`src/rtl/seq_adder_display_pkg.sv`:
```
// Shared types and constants for the sequential adder / display block.
package seq_adder_display_pkg;

  // Operation select carried on the mode input.
  typedef enum logic {
    MODE_ADD = 1'b0,  // a + b + cin
    MODE_ACC = 1'b1   // sum_q + a + cin
  } op_mode_e;

  // Segment bus width: {g,f,e,d,c,b,a}.
  localparam int SEG_W = 7;

  // Pattern shown by every digit out of reset (a "0", active-low).
  localparam logic [SEG_W-1:0] SEG_RESET = 7'b1000000;

endpackage

```
`src/rtl/seq_adder_display_if.sv`:
```
// Operand / result bus between the requester and the adder core.
//
// Handshake: start is a single-cycle request with no backpressure; the
// operands a, b, cin and mode are sampled on the same rising edge that sees
// start=1. valid pulses high for exactly one cycle, the cycle in which sum_q,
// cout_q and ovf show the new result. clr is a synchronous clear that wins
// over a coincident start (that start is dropped and no valid is produced).
interface seq_adder_display_if #(
  parameter int WIDTH = 8
) ();
  logic [WIDTH-1:0] a;
  logic [WIDTH-1:0] b;
  logic             cin;
  logic             mode;
  logic             start;
  logic             clr;
  logic [WIDTH-1:0] sum_q;
  logic             cout_q;
  logic             ovf;
  logic             valid;

  modport master (
    output a, b, cin, mode, start, clr,
    input  sum_q, cout_q, ovf, valid
  );

  modport slave (
    input  a, b, cin, mode, start, clr,
    output sum_q, cout_q, ovf, valid
  );
endinterface

```
`src/rtl/seq_adder_display_seg_hex_glyph.sv`:
```
// Hex nibble to active-low seven-segment glyph, purely combinational.
// Glyphs 0-9, A, lowercase b, C, lowercase d, E, F.
module seg_hex_glyph
  import seq_adder_display_pkg::*;
(
  input  logic [3:0]       nibble,
  output logic [SEG_W-1:0] seg
);

  // Bit order {g,f,e,d,c,b,a}; a 0 lights the segment.
  localparam logic [SEG_W-1:0] GLYPH [16] = '{
    7'b1000000,  // 0
    7'b1111001,  // 1
    7'b0100100,  // 2
    7'b0110000,  // 3
    7'b0011001,  // 4
    7'b0010010,  // 5
    7'b0000010,  // 6
    7'b1111000,  // 7
    7'b0000000,  // 8
    7'b0010000,  // 9
    7'b0001000,  // A
    7'b0000011,  // b
    7'b1000110,  // C
    7'b0100001,  // d
    7'b0000110,  // E
    7'b0001110   // F
  };

  // Table lookup of the glyph for the selected nibble.
  always_comb begin
    seg = GLYPH[nibble];
  end

endmodule

```
`src/rtl/seq_adder_display.sv`:
```
// Registered adder/accumulator with sticky overflow, driving a
// time-multiplexed common-anode hex display (one digit per result nibble).
module seq_adder_display
  import seq_adder_display_pkg::*;
#(
  parameter int WIDTH    = 8,
  parameter int SCAN_DIV = 50000
) (
  input  logic                    clk,
  input  logic                    rst_n,
  seq_adder_display_if.slave      bus,
  output logic [SEG_W-1:0]        seg,
  output logic [WIDTH/4-1:0]      an,
  output logic                    dp
);

  localparam int DIGITS = WIDTH / 4;
  localparam int CW     = (SCAN_DIV > 1) ? $clog2(SCAN_DIV) : 1;
  localparam int IW     = (DIGITS > 1) ? $clog2(DIGITS) : 1;

  localparam logic [CW-1:0] CNT_MAX  = CW'(SCAN_DIV - 1);
  localparam logic [IW-1:0] LAST_IDX = IW'(DIGITS - 1);

  // Result state
  logic [WIDTH-1:0] sum_r;
  logic             cout_r;
  logic             ovf_r;
  logic             valid_r;

  // Adder datapath
  logic [WIDTH-1:0] opnd;
  logic [WIDTH:0]   add_full;

  // Display scan state
  logic [CW-1:0]    scan_cnt;
  logic [IW-1:0]    digit_idx;
  logic [3:0]       nibble;

  // Second operand is either b or the running result, then one WIDTH+1 add.
  always_comb begin
    opnd     = (op_mode_e'(bus.mode) == MODE_ACC) ? sum_r : bus.b;
    add_full = {1'b0, opnd} + {1'b0, bus.a} + {{WIDTH{1'b0}}, bus.cin};
  end

  // Result register: clr beats start; valid is high only on an accepted start.
  always_ff @(posedge clk or negedge rst_n) begin
    if (!rst_n) begin
      sum_r   <= '0;
      cout_r  <= 1'b0;
      ovf_r   <= 1'b0;
      valid_r <= 1'b0;
    end else if (bus.clr) begin
      sum_r   <= '0;
      cout_r  <= 1'b0;
      ovf_r   <= 1'b0;
      valid_r <= 1'b0;
    end else if (bus.start) begin
      sum_r   <= add_full[WIDTH-1:0];
      cout_r  <= add_full[WIDTH];
      ovf_r   <= ovf_r | add_full[WIDTH];
      valid_r <= 1'b1;
    end else begin
      valid_r <= 1'b0;
    end
  end

  assign bus.sum_q  = sum_r;
  assign bus.cout_q = cout_r;
  assign bus.ovf    = ovf_r;
  assign bus.valid  = valid_r;

  // Refresh timer: each digit owns SCAN_DIV cycles, then the next one lights.
  always_ff @(posedge clk or negedge rst_n) begin
    if (!rst_n) begin
      scan_cnt  <= '0;
      digit_idx <= '0;
    end else if (scan_cnt == CNT_MAX) begin
      scan_cnt  <= '0;
      digit_idx <= (digit_idx == LAST_IDX) ? '0 : digit_idx + 1'b1;
    end else begin
      scan_cnt  <= scan_cnt + 1'b1;
    end
  end

  // Nibble mux and anode decode; constant slices keep every select in range.
  always_comb begin
    nibble = 4'h0;
    an     = '1;
    for (int i = 0; i < DIGITS; i++) begin
      if (digit_idx == IW'(i)) begin
        nibble = sum_r[4*i +: 4];
        an[i]  = 1'b0;
      end
    end
  end

  // Decimal point on the most significant digit flags a sticky overflow.
  always_comb begin
    dp = ~((digit_idx == LAST_IDX) & ovf_r);
  end

  seg_hex_glyph u_glyph (
    .nibble (nibble),
    .seg    (seg)
  );

endmodule

```
`src/flat_wrapper.sv`:
```
// flat-port wrapper written by rule: the top's interface ports become plain ports
module seq_adder_display_flat import seq_adder_display_pkg::*;
#(
  parameter int WIDTH    = 8,
  parameter int SCAN_DIV = 50000
)
  (clk, rst_n, seg, an, dp, bus_a, bus_b, bus_cin, bus_mode, bus_start, bus_clr, bus_sum_q, bus_cout_q, bus_ovf, bus_valid);
  seq_adder_display_if #(.WIDTH(WIDTH)) bus_i ();
  input  logic clk;
  input  logic rst_n;
  output logic [SEG_W-1:0] seg;
  output logic [WIDTH/4-1:0] an;
  output logic dp;
  input wire logic [$bits(bus_i.a)-1:0] bus_a;
  input wire logic [$bits(bus_i.b)-1:0] bus_b;
  input wire logic [$bits(bus_i.cin)-1:0] bus_cin;
  input wire logic [$bits(bus_i.mode)-1:0] bus_mode;
  input wire logic [$bits(bus_i.start)-1:0] bus_start;
  input wire logic [$bits(bus_i.clr)-1:0] bus_clr;
  output wire logic [$bits(bus_i.sum_q)-1:0] bus_sum_q;
  output wire logic [$bits(bus_i.cout_q)-1:0] bus_cout_q;
  output wire logic [$bits(bus_i.ovf)-1:0] bus_ovf;
  output wire logic [$bits(bus_i.valid)-1:0] bus_valid;
  assign bus_i.a = bus_a;
  assign bus_i.b = bus_b;
  assign bus_i.cin = bus_cin;
  assign bus_i.mode = bus_mode;
  assign bus_i.start = bus_start;
  assign bus_i.clr = bus_clr;
  assign bus_sum_q = bus_i.sum_q;
  assign bus_cout_q = bus_i.cout_q;
  assign bus_ovf = bus_i.ovf;
  assign bus_valid = bus_i.valid;
  seq_adder_display #(.WIDTH(WIDTH), .SCAN_DIV(SCAN_DIV)) u_core (.clk(clk), .rst_n(rst_n), .bus(bus_i), .seg(seg), .an(an), .dp(dp));
endmodule
```
`config.mk`:
```
export PLATFORM = sky130hd
export DESIGN_NAME = seq_adder_display_flat
export DESIGN_NICKNAME = d
export VERILOG_FILES = /design/src/rtl/seq_adder_display_pkg.sv /design/src/rtl/seq_adder_display_if.sv /design/src/rtl/seq_adder_display_seg_hex_glyph.sv /design/src/rtl/seq_adder_display.sv /design/src/flat_wrapper.sv
export SDC_FILE = /design/constraint.sdc
export NUM_CORES = 1
export LEC_CHECK = 0
export ABC_AREA = 1
export CAP_MARGIN = 30
export CELL_PAD_IN_SITES_DETAIL_PLACEMENT = 1
export CELL_PAD_IN_SITES_GLOBAL_PLACEMENT = 2
export CORE_MARGIN = 2
export CORE_UTILIZATION = 29
export CTS_BUF_LIST = sky130_fd_sc_hd__clkbuf_8
export DETAILED_ROUTE_END_ITERATION = 6
export PLACE_DENSITY_LB_ADDON = 0.1
export SYNTH_ARGS = -nofsm -noshare
export SYNTH_HDL_FRONTEND = slang
export SYNTH_SLANG_ARGS = --single-unit
```
`constraint.sdc`:
```
create_clock -name clk -period 2.05 [get_ports clk]
set_input_delay 0.3075 -clock clk [delete_from_list [all_inputs] [get_ports clk]]
set_output_delay 0.3075 -clock clk [all_outputs]
set_load 0.01 [all_outputs]
```
Word-level counts from Yosys, hierarchy flattened
Memory sizes are Yosys's and may differ from the RTL's.
Cells that the tools add are included.
{ "totals": {"reg_bits": 28, "mem_bits_ro": 112, "input_bits": 22, "word_cells": 34, "memories": 1} }
{ "op_classes": {"addsub": 4, "magnitude_cmp": 1, "eq_ne": 1, "mux": 16, "bitwise_logic": 4, "n_reduce_logical": 1} }
{ "memory_table": {"columns": ["name", "words", "width", "read_ports", "rd_clocked_by_memory_dff", "wr", "line_no", "rtl"], "rows": [
  ["(no name shown)", 16, 7, 1, 0, 0, "seq_adder_display_seg_hex_glyph.sv:32", "seg = GLYPH[nibble];"]
]} }
{ "ops": {"columns": ["op", "n"], "rows": [
  ["2-to-1 mux 8 bit", 3],
  ["adder 16 x 1 -> 16 bit, second input constant", 1],
  ["equality test 16 bit, second input constant", 1],
  ["2-to-1 mux 16 bit", 1],
  ["2-to-1 mux 7 bit", 2],
  ["adder 8 x 8 -> 9 bit", 1],
  ["adder 9 x 1 -> 9 bit", 1],
  ["2-to-1 mux 1 bit", 9],
  ["greater-or-equal comparator 5 bit, second input constant", 1],
  ["NOT 4 -> 5 bit", 1],
  ["2-to-1 mux 4 bit", 1],
  ["nonzero test 2 bit", 1],
  ["adder 1 bit, second input constant", 1],
  ["bitwise AND 1 bit", 1],
  ["NOT 1 bit", 1],
  ["OR 1 bit", 1]
]} }

Longest topological paths before layout
{ "depth": {"ltp_word": 6, "depth_mapped": 13, "ltp_nobuf": 12} }

By module
Synthesis repeated with hierarchy kept, for this count alone.
{ "unflattened": {"hier_cells": 295, "area_unflattened_um2": 2084.5} }
{ "modules_own_cells": {"columns": ["module", "n_inst", "cells_each", "area_each_um2"], "rows": [
  ["seq_adder_display", 1, 246, 1810.5],
  ["seg_hex_glyph", 1, 49, 274.0]
]} }

Worst setup path before layout
No wires, ideal clock.
{ "synth_timing": {"kind": "input port to flip-flop", "startpoint": "input port bus_mode", "endpoint": "register u_core.sum_r[6], in the netlist u_core.bus.sum_q[6]", "setup_ps": 118, "arrival_ps": 1783, "t_required_ps": 1932, "path_slack_ps": 149, "cell_stages": 12, "path_cell_list": "clkbuf_1 -> nor2_1 -> a21oi_1 -> fa_1 -> inv_1 -> fa_1 -> inv_1 -> nand3_1 -> nand3_1 -> nand2_1 -> nand3_1 -> nand2_1"} }
{ "synth_between": {"elab_chain_len": 5} }
{ "synth_lines": {"columns": ["item", "line_no", "rtl"], "rows": [
  ["start, declared", "flat_wrapper.sv:17", "input wire logic [$bits(bus_i.mode)-1:0] bus_mode;"],
  ["2-to-1 mux 8 bit", "seq_adder_display.sv:41", "opnd = (op_mode_e'(bus.mode) == MODE_ACC) ? sum_r : bus.b;"],
  ["adder 8 x 8 -> 9 bit", "seq_adder_display.sv:42", "add_full = {1'b0, opnd} + {1'b0, bus.a} + {{WIDTH{1'b0}}, bus.cin};"],
  ["adder 9 x 1 -> 9 bit", "seq_adder_display.sv:42", null],
  ["2-to-1 mux 8 bit", "seq_adder_display.sv:57", "end else if (bus.start) begin"],
  ["2-to-1 mux 8 bit", "seq_adder_display.sv:52", "end else if (bus.clr) begin"],
  ["end signal, assigned", "seq_adder_display.sv:58", "sum_r <= add_full[WIDTH-1:0];"],
  ["end, declared", "seq_adder_display.sv:25", "logic [WIDTH-1:0] sum_r;"]
]} }
Every way passes these cells. The select of a mux whose other input is x is not followed.
A chain may end at the register's enable or synchronous reset.

Worst setup path after layout
{ "layout_timing": {"startpoint": "register u_core.digit_idx", "endpoint": "output port seg[3]"} }
{ "layout_between": {"elab_chain_len": 5} }
{ "layout_lines": {"columns": ["item", "line_no", "rtl"], "rows": [
  ["start, declared", "seq_adder_display.sv:36", "logic [IW-1:0] digit_idx;"],
  ["start signal, assigned", "seq_adder_display.sv:79", "digit_idx <= (digit_idx == LAST_IDX) ? '0 : digit_idx + 1'b1;"],
  ["2-to-1 mux 4 bit", "seq_adder_display.sv:90", "if (digit_idx == IW'(i)) begin"],
  ["NOT 4 -> 5 bit (implied by the code)", "seq_adder_display_seg_hex_glyph.sv:32", null],
  ["memory (16 x 7 bit)", null, null],
  ["2-to-1 mux 7 bit (implied by the code) (2 in a row)", "seq_adder_display_seg_hex_glyph.sv:32", null],
  ["end, declared", "flat_wrapper.sv:11", "output logic [SEG_W-1:0] seg;"]
]} }
Every way passes these cells. The select of a mux whose other input is x is not followed.

==> summary.md <==
| Metric | Value |
|---|---|
| Status | `finished clean` |
| Vias in the first global route | `between 2k and 2.5k` |
| Number of routed nets with antenna violations | `0` |
| Main combinational cell family by area after synthesis | `simple AND/OR/NAND/NOR gates` |
| Pin count of the biggest net entering global routing | `29` |
| Met2 Use GR | `28.9%` |
| CP arrival | `1.71 ns` |
| Seq pwr share | `between 30% and 40%` |
| Clk pin slew, worst setup/hold paths | `approximately 0.11 ns` |
| Die width | `88.4 microns` |
| # IOs | `43` |
| Final Hold Viols | `0` |
| Worst Path Required | `1.74 ns` |
| Post-synthesis cell count | `290` |
| MaxCap Viol Count | `0` |
| Detailed-route vias per instance | `4.47` |
| Antenna Diode Count | `0` |
| GRT Max-Usage Layer | `met2` |
| Post-synthesis xor/xnor area fraction | `4.24%` |
| Wire per inst | `13.6 microns` |
| Leading area contributor after synthesis | `dfrtp_1` |
| Critical Path End Type | `primary output` |
| Count of hold-fix buffers inserted at cts | `0` |
| Syn avg cell area | `between 7 and 8 sq um` |
| Post-layout util | `44.1%` |
| Area Growth Syn to Fin | `45.8%` |
| Number of synthesized register bits | `28` |
| Critical path class | `reg2out` |
| CTS sink count | `28` |
| GRT overflow | `0` |
| Global Route Usage Sum | `17.0%` |
| DRC | `0` |
| Seq/Total Area, Yosys | `33.9%` |
| Post-Syn Nets | `328` |
| Adder-cell area share of the yosys netlist | `10.4%` |
| Final setup viols | `0` |
| Root buffer cell | `clkbuf_8` |
| PwrDens | `~560 mW/mm^2` |
| Starting Density | `30.3%` |
| Sw Ratio | `31.8%` |
| Clock power share | `a little over a quarter` |
| Max Fanout on Critical Path | `7` |
| Initial antenna violation count | `0` |
| Die H | `88.4 microns` |
| Period Utilization, post-route | `98.2%` |
| Skew final | `0.0101 ns` |
| Std cell rows | `30` |
| CTS tree | `yes` |
| Reg2reg start | `u_core.bus.sum_q[0]` |
| Clock buffer count from CTS | `3` |
| Synth top area share | `roughly 34%` |
| Worst Tran Pin Value | `0.379 ns` |
| First-pass GRT wire length | `10.2 mm` |
| Synth area leaders | `dfrtp_1, nand2_1, ha_1` |
| Clk Latency, worst-skew pair | `0.29 ns` |
| H-tree depth | `1` |
| GRT met1 Usage | `23.3%` |
| Layout net count | `409` |
| Synth cell types | `29` |
| Post-Syn Area | `0.00207 sq mm` |
| FMAX | `0.497 GHz` |
| Simple-gate portion of the synthesized area | `a little under a third` |
| Design Area, Final | `0.00301 sq mm` |
| Die Area | `0.00782 sq mm` |
| Fillcell total | `887` |
| Routing usage on met3 | `2.05%` |
| Layout cells sized above 1 | `22.4%` |
| GPL Wtd Cong | `0.786` |
| Final min period | `2.01 ns` |
| Switch Pwr | `about 0.00054 W` |
| Int Pwr | `about 0.0012 W` |
| Rel. slew slack | `74.7%` |
| CTS Buffer Depth | `2` |
| Final HPWL DP | `5.05 mm` |
| CP Launch Type | `flop` |
| IR drop worst, VDD | `0.258 mV` |
| Mux cell area share after synthesis | `1.09%` |
| Detailed Route Iter0 Violations | `46` |
| Via count | `approximately 2.1k` |
| Port Buffers | `42` |
| DP Area | `0.00280 sq mm` |
| Ys Warns | `0` |
| TritonRoute pass-1 iters | `4` |
| Static leakage | `between 1.5 and 2 nW` |
| Unrepaired setup endpoints after global routing | `true` |
| CP startpoint | `u_core.digit_idx` |
| Comb pwr share | `a little under two fifths` |
| Core region area | `between 0.006 and 0.007 sq mm` |
| Hold crit path type | `in2async` |
| Compound-gate portion of the synthesized area | `9.62%` |
| Max Slew Vio Count | `0` |
| Routed wire length | `roughly 6.3 mm` |
path summary, 6_finish.rpt:
kind | to | slack (ns) | depth (start not counted)
max reg2reg | u_core.bus.cout_q | 0.16 | 13
max in group asynchronous | u_core.digit_idx | 1.35 | 2
min | u_core.scan_cnt[2] | 0.40 | 2
max | seg[3] | 0.04 | 8
min reg2reg | u_core.scan_cnt[0] | 0.47 | 1
min in group clk | u_core.scan_cnt[0] | 0.47 | 1
per-stage QoR:
| stage | cells | total power, W | setup WS, ns | setup TNS [ns] | hold slack (ns) |
|---|---|---|---|---|---|
| after floorplan | 290 | 0.000882 | 0.149 | 0 | 0.0119 |
| after global placement | 454 | 0.00120 | -0.317 | -2.09 | 0.453 |
| after detailed placement | 454 | 0.00120 | -0.414 | -2.78 | 0.461 |
| after CTS | 458 | 0.00166 | -0.0115 | -0.0115 | 0.417 |
| after global routing | 466 | 0.00179 | -0.0694 | -0.275 | 0.437 |
| final | 466 | 0.00169 | 0.0373 | 0 | 0.401 |
final cells by class:
cell class | instances | area (sq um) | share of cell area (%)
Timing Repair Buffer | 79 | 686 | 22.7
Multi-Input combinational cell | 210 | 1240 | 41.1
Tap cell | 96 | 120 | 3.99
Clock inverter | 1 | 30.0 | 0.996
Clock buffer | 3 | 41.3 | 1.37
Sequential cell | 28 | 702 | 23.3
Inverter | 49 | 196 | 6.52
cell families (layout without fill, tap and decap cells):
logic type	Yosys count	count (layout)
simple gates	151	151
buf+inv	52	132
compound gates	31	31
flops	28	28
fa+ha+maj	16	16
xor+xnor	10	10
mux	2	2
what timing repair did:
| item | 4_1_cts | 5_1_grt |
|---|---|---|
| resized for setup | 36 | 23 |
| pin swaps | 2 | 13 |
| endpoints found under the setup margin | 12 | 12 |
| setup buffers | 0 | 8 |
per-layer routing:
layer,up-vias,wire length [microns]
met5,-,0
met4,0,50
met3,5,187
li1,1069,-
met2,31,3030
met1,978,3060
power by group through the flow:
stage / combinational [W] / clock (W) / sequential [W]
3_3_place_gp: 0.000590 / 0 / 0.000606
6_report: 0.000633 / 0.000459 / 0.000596
3_5_place_dp: 0.000595 / 0 / 0.000607
5_1_grt: 0.000703 / 0.000486 / 0.000600
2_1_floorplan: 0.000266 / 0 / 0.000616
4_1_cts: 0.000596 / 0.000468 / 0.000597
layout by cell type, fill, tap and decap left out, drive strengths merged, types with 5 or more instances in the layout:
| master | Yosys | final |
|---|---|---|
| ha | 14 | 14 |
| clkdlybuf4s50 | 0 | 34 |
| nand3 | 21 | 21 |
| buf | 2 | 43 |
| o22ai | 5 | 5 |
| nand4 | 5 | 5 |
| xor2 | 10 | 10 |
| nor2 | 35 | 35 |
| dfrtp | 28 | 28 |
| o21ai | 13 | 13 |
| a21oi | 10 | 10 |
| inv | 48 | 48 |
| nand2 | 87 | 87 |
Yosys cell counts (all sizes together):
master and instances:
nand2 87, dfrtp 28, ha 14, and2 1, inv 48, clkbuf 1
nand4 5, nor3 2, fa 2, o22ai 5, a21oi 10, buf 2
o21bai 2, mux2 2, o211ai 1, nor2 35, o21ai 13, xor2 10
clkinv 1, nand3 21
sequential cells by signal (all words and copies together), names as in the netlist:
signal / flops
u_core.bus.cout_q: 1
u_core.bus.sum_q: 8
u_core.bus.valid: 1
u_core.digit_idx: 1
u_core.scan_cnt: 16
u_core.bus.ovf: 1
critical path, stage by stage, from the launching register on:
cell and delay (ns):
dfrtp_2 0.43, buf_6 0.14, inv_6 0.04, o21ai_4 0.22, inv_4 0.10, buf_6 0.13
o21ai_4 0.14, o21ai_1 0.08, buf_2 0.14
Power figures use the tool's default switching activity.
